### src/rtl/segway_pkg.sv
// Shared types and constants for the SegwayMath power-up / soft-start sequencer.
package segway_pkg;

    typedef enum logic [1:0] {
        OFF   = 2'd0,
        RAMP  = 2'd1,
        RUN   = 2'd2,
        FAULT = 2'd3
    } pwr_state_t;

    localparam logic [7:0] SS_MAX = 8'hFF;

endpackage

### src/rtl/segway_pwr_seq_ss_prescaler.sv
// Free-running soft-start prescaler: counts while enabled, ticks on the all-ones count.
module ss_prescaler #(
    parameter int SS_PRESCALE_W = 9
) (
    input  logic clk,
    input  logic rst,
    input  logic clr,
    input  logic en,
    output logic tick
);

    logic [SS_PRESCALE_W-1:0] cnt_q;
    logic [SS_PRESCALE_W-1:0] cnt_d;

    always_comb begin
        cnt_d = cnt_q;
        if (clr) begin
            cnt_d = '0;
        end else if (en) begin
            cnt_d = cnt_q + SS_PRESCALE_W'(1);
        end
    end

    always_ff @(posedge clk) begin
        if (rst) begin
            cnt_q <= '0;
        end else begin
            cnt_q <= cnt_d;
        end
    end

    // Tick coincides with the wrap back to zero.
    assign tick = en && (cnt_q == '1);

endmodule

### src/rtl/segway_pwr_seq.sv
// Power-up, soft-start ramp and over-speed shutdown sequencer feeding SegwayMath.
module segway_pwr_seq
    import segway_pkg::*;
#(
    parameter int SS_PRESCALE_W = 9,
    parameter int FAST_LIMIT    = 4,
    parameter int FAST_CNT_W    = 3
) (
    input  logic       clk,
    input  logic       rst,
    input  logic       pwr_req,
    input  logic       en_steer_req,
    input  logic       pid_vld,
    input  logic       too_fast,
    output logic       pwr_up,
    output logic [7:0] ss_tmr,
    output logic       en_steer,
    output logic       ramp_done,
    output logic       fault
);

    localparam logic [FAST_CNT_W-1:0] FAST_LIMIT_C = FAST_CNT_W'(FAST_LIMIT);

    pwr_state_t            state_q, state_d;
    logic [7:0]            ss_tmr_q, ss_tmr_d;
    logic [FAST_CNT_W-1:0] fast_cnt_q, fast_cnt_d, fast_inc;
    logic                  pwr_up_q, pwr_up_d;
    logic                  en_steer_q, en_steer_d;
    logic                  ramp_done_q, ramp_done_d;
    logic                  fault_q, fault_d;
    logic                  trip;
    logic                  ss_tick;

    ss_prescaler #(
        .SS_PRESCALE_W(SS_PRESCALE_W)
    ) u_prescaler (
        .clk (clk),
        .rst (rst),
        .clr (state_q != RAMP),
        .en  (state_q == RAMP),
        .tick(ss_tick)
    );

    always_comb begin
        state_d    = state_q;
        ss_tmr_d   = ss_tmr_q;
        fast_cnt_d = fast_cnt_q;
        en_steer_d = 1'b0;
        fast_inc   = fast_cnt_q + FAST_CNT_W'(1);
        trip       = pid_vld && too_fast && (fast_inc == FAST_LIMIT_C);

        case (state_q)
            OFF: begin
                fast_cnt_d = '0;
                if (pwr_req) begin
                    state_d = RAMP;
                end
            end
            RAMP, RUN: begin
                // Trip outranks a simultaneous power drop so fault is always visible.
                if (trip) begin
                    state_d    = FAULT;
                    fast_cnt_d = '0;
                end else if (!pwr_req) begin
                    state_d    = OFF;
                    fast_cnt_d = '0;
                end else begin
                    if (pid_vld) begin
                        fast_cnt_d = too_fast ? fast_inc : '0;
                    end
                    if (state_q == RAMP) begin
                        if (ss_tick && (ss_tmr_q != SS_MAX)) begin
                            ss_tmr_d = ss_tmr_q + 8'd1;
                            if (ss_tmr_q == SS_MAX - 8'd1) begin
                                state_d = RUN;
                            end
                        end
                    end else begin
                        en_steer_d = en_steer_req;
                    end
                end
            end
            FAULT: begin
                fast_cnt_d = '0;
                if (!pwr_req) begin
                    state_d = OFF;
                end
            end
            default: begin
                state_d    = OFF;
                fast_cnt_d = '0;
            end
        endcase

        if ((state_d == OFF) || (state_d == FAULT)) begin
            ss_tmr_d = '0;
        end else if (state_d == RUN) begin
            ss_tmr_d = SS_MAX;
        end

        pwr_up_d    = (state_d == RAMP) || (state_d == RUN);
        ramp_done_d = (state_d == RUN);
        fault_d     = (state_d == FAULT);
    end

    always_ff @(posedge clk) begin
        if (rst) begin
            state_q     <= OFF;
            ss_tmr_q    <= '0;
            fast_cnt_q  <= '0;
            pwr_up_q    <= 1'b0;
            en_steer_q  <= 1'b0;
            ramp_done_q <= 1'b0;
            fault_q     <= 1'b0;
        end else begin
            state_q     <= state_d;
            ss_tmr_q    <= ss_tmr_d;
            fast_cnt_q  <= fast_cnt_d;
            pwr_up_q    <= pwr_up_d;
            en_steer_q  <= en_steer_d;
            ramp_done_q <= ramp_done_d;
            fault_q     <= fault_d;
        end
    end

    assign pwr_up    = pwr_up_q;
    assign ss_tmr    = ss_tmr_q;
    assign en_steer  = en_steer_q;
    assign ramp_done = ramp_done_q;
    assign fault     = fault_q;

endmodule

### config.mk
export PLATFORM = sky130hd
export DESIGN_NAME = segway_pwr_seq
export DESIGN_NICKNAME = d
export VERILOG_FILES = /design/src/rtl/segway_pkg.sv /design/src/rtl/segway_pwr_seq_ss_prescaler.sv /design/src/rtl/segway_pwr_seq.sv
export SDC_FILE = /design/constraint.sdc
export NUM_CORES = 1
export LEC_CHECK = 0
export CORE_MARGIN = 8
export CORE_UTILIZATION = 45
export DETAILED_ROUTE_END_ITERATION = 8
export GPL_TIMING_DRIVEN = 0
export PLACE_DENSITY = 0.76
export SYNTH_ARGS = -nofsm -noshare
export SYNTH_HDL_FRONTEND = slang
export SYNTH_SLANG_ARGS = --single-unit
### constraint.sdc
create_clock -name clk -period 2.6 [get_ports clk]
set_input_delay 0.78 -clock clk [delete_from_list [all_inputs] [get_ports clk]]
set_output_delay 0.78 -clock clk [all_outputs]
set_load 0.005 [all_outputs]
==> impl_results.md <==
- Status: completed
- ANT nets after route: 0
- Inserted Clock Buffers: 3
- Hold crit path type: flop to flop
- Req. time, crit path: 2.83 ns
- TritonCTS Sinks: 26
- Ys async rst share: 0%
- XOR/XNOR share of the synthesized area: 6.05%
- Final Hold Slack: 0.460 ns
- Cell variety after synth: 37
- P&R area growth vs syn: 22.1%
- GR Util All Layers: 10.8%
- GRT overflow: 0
- CP max stage delay: 0.42 ns
- Final critical-path required period: 2.56 ns
- Setup TNS Final: 0 ns
- Routability Congestion: 0.758
- Relative slew slack: 58.4%
- # diodes: 0
- Critical Path Most Common Cell: o21a_1
- CP Max Fanout: 7
- Count of final setup violators: 0
- P_leak: 0.608 nW
- Worst EP arrival: 2.78 ns
- Vias in the first global route: 977
- Syn Std Cell Area: 1300 µm²
- WL final: 2.73 mm
- Die X: 69.8 µm
- Height of the die: 69.8 µm
- Row count: 19
- Pre-antenna DRT Iters: 4
- YS warnings: 0
- CTS tree: yes
- Number of max-cap violations: 0
- Final Util: 57.7%
- Pins Over Slew Limit: 0
- Main combinational cell family by area after synthesis: simple AND/OR/NAND/NOR gates
- CTS H-tree lvls: 1
- Power per cell area: 420 nW/µm²
- Synth Area in Simple Gates: 24.9%
- Sequential share of the synthesized area: 39.9%
- Critical-path top delay cell: clkdlybuf4s50_1
- Complex-gate fraction of the synthesized area: 14.1%
- FILL cells: 254
- Synth Area in Adders: 10.6%
- Final Hold Violating Endpoints: 0
- Max VDD drop: 425 µV
- Worst reg2reg setup slack: 0.09 ns
- Worst slew pin tran: 0.615 ns
- Clock transition at the registers of the reported paths: 0.12 ns
- Delay-heaviest family, CP: buffers and inverters
- Final nets: 180
- DP Wirelength: 1.96 mm
- Main synth FF type: dfxtp_1
- PnR worst setup slack: 0.0427 ns
- DR WL/cell: 14.2 µm
- Initial drt markers: 57
- First-pass GRT wire length: 4.44 mm
- Antenna violations before repair: 0
- Avg Synthesized Cell Area: 9.25 µm²
- Die area: 4880 µm²
- Critical path class: input pin to flop
- Remaining DRCs: 0
- Worst setup EP type: flop
- Sequence of cells on the critical path: clkdlybuf4s50_1 > and3_4 > a222oi_1 > o21a_1 > inv_1 > ha_1 > nor2b_2 > clkdlybuf4s15_2 > o21a_1
- Worst Path Buf+Inv: 3
- Fin crit share: 98.4%
- Total power after layout: 0.669 mW
- Via density: 5.46
- DR vias: 1053
- Syn nets: 158
- Max Root-Sink Buffers: 2
- Crit start category: input pin
- Post-Route Skew: 0.00856 ns
- Clk Tree Root Cell: clkbuf_4
- Synth Register Bits: 26
- Layout cells sized above 1: 10.5%
- Clk_lat worst skew: 0.32 ns
- Io pins: 18
- Initial Util: 47.3%
- Proportion of synthesized area in mux cells: 0.768%
- Input/output buffers: 17
- Largest net degree at the start of global routing: 15
- Post-Synthesis Cells: 141
- Number of enable flip-flop cells after synthesis: 0
- Placeable Area: 2760 µm²
- Fmax: 0.391 GHz
- Worst slack, placed: -0.718 ns
[synth_stat cells (2+ instances only)]
library cell  count  area share, %
nor2_1           13            3.7
nor2b_1           6            2.9
inv_1             9            2.6
o21ai_0           2           0.77
xor2_1            7            4.7
a21oi_1           3            1.2
nand3b_1          3            1.7
nor3_1            2           0.77
dfxtp_1          26             40
nand2_1           7            2.0
xnor2_1           2            1.3
and4_1            3            2.0
ha_1             11             11
o21a_1            5            2.9
nand2b_1          3            1.4
clkbuf_1          4            1.2
o31a_1            4            2.7
nor4b_1           3            2.0
nand3_1           7            2.7
and3_1            3            1.4
nand4_1           2           0.96
[kinds of logic (layout without fill, tap and decap cells)]
family / count (synthesis) / in the layout
DFF: 26 / 26
AOI/OAI and AO/OA: 24 / 24
muxes: 1 / 1
adders and majority gates: 11 / 11
and+or+nand+nor: 57 / 57
xor gates and xnor gates: 9 / 9
buffers and inverters: 13 / 34
[what timing repair did]
| action | CTS | global route |
|---|---|---|
| resized for setup | 3 | 12 |
| gates cloned | 0 | 1 |
| endpoints found under the setup margin | 10 | 8 |
| setup buffers | 0 | 1 |
| hold buffers | 0 | 0 |
| pin swaps | 1 | 1 |
[state kept, by name, indices dropped and copies added, names as in the netlist]
register           count
en_steer               1
pwr_up                 1
fast_cnt_q             3
ss_tmr                 8
ramp_done              1
u_prescaler.cnt_q      9
fault                  1
state_q                2
[final timing paths]
kind	startpoint	end	cells past startpoint
max reg2reg	u_prescaler.cnt_q[1]$_SDFFE_PP0N_	ss_tmr[3]$_SDFFE_PP0P_	12
min reg2reg	u_prescaler.cnt_q[0]$_SDFFE_PP0N_	u_prescaler.cnt_q[0]$_SDFFE_PP0N_	1
min	u_prescaler.cnt_q[0]$_SDFFE_PP0N_	u_prescaler.cnt_q[0]$_SDFFE_PP0N_	1
max	too_fast	ss_tmr[3]$_SDFFE_PP0P_	9
[layout by cell type, fill, tap and decap left out, drive strengths merged, types with 2 or more instances in the layout]
| cell | Yosys | routed |
|---|---|---|
| o21ai | 2 | 2 |
| nor2 | 13 | 13 |
| o31a | 4 | 4 |
| a21oi | 3 | 3 |
| xnor2 | 2 | 2 |
| clkbuf | 4 | 5 |
| nand3 | 7 | 7 |
| xor2 | 7 | 7 |
| o21a | 5 | 5 |
| nand2 | 7 | 7 |
| nand2b | 3 | 3 |
| clkdlybuf4s50 | 0 | 15 |
| nor4b | 3 | 3 |
| inv | 9 | 9 |
| and3 | 3 | 3 |
| and4 | 3 | 3 |
| buf | 0 | 2 |
| ha | 11 | 11 |
| dfxtp | 26 | 26 |
| nor3 | 2 | 2 |
| nand4 | 3 | 3 |
| nand3b | 3 | 3 |
| nor2b | 6 | 6 |
[cell type report]
type                            instances  area [µm²]  area share, %
Multi-Input combinational cell        102         756           47.5
Sequential cell                        26         526           33.0
Timing Repair Buffer                   19         190           11.9
Tap cell                               31        38.8           2.44
Clock buffer                            4        36.3           2.28
Inverter                                9        33.8           2.12
Buffer                                  2        11.3          0.708
[worst register-to-register path, stage by stage, from the launching register on]
cell             delay, ns
dfxtp_1               0.40
ha_1                  0.23
nand2_1               0.10
nor2_1                0.12
ha_1                  0.18
nand4b_1              0.18
nor4_2                0.19
o21ai_0               0.13
nand2_1               0.13
ha_1                  0.24
nor2b_2               0.16
clkdlybuf4s15_2       0.24
o21a_1                0.11
[layer usage]
metal	global-route usage (%)	up-vias	wire length, µm
met5	0	-	0
met4	4.02	0	43
met3	4.43	5	120
met2	17.8	16	1300
met1	12.1	488	1270
li1	-	544	-
[report_power, final]
part           total (mW)  leakage (nW)  internal [mW]  switching [mW]
Sequential          0.408         0.212          0.404         0.00458
Combinational      0.0611         0.375         0.0310          0.0302
Clock               0.199        0.0210         0.0857           0.114
[through the flow]
step           instances  instance area, µm²
2_1_floorplan        141                1300
3_3_place_gp         189                1510
3_5_place_dp         189                1510
4_1_cts              191                1540
5_1_grt              193                1590
6_report             193                1590
No activity file was read; power rests on OpenSTA's default activity.
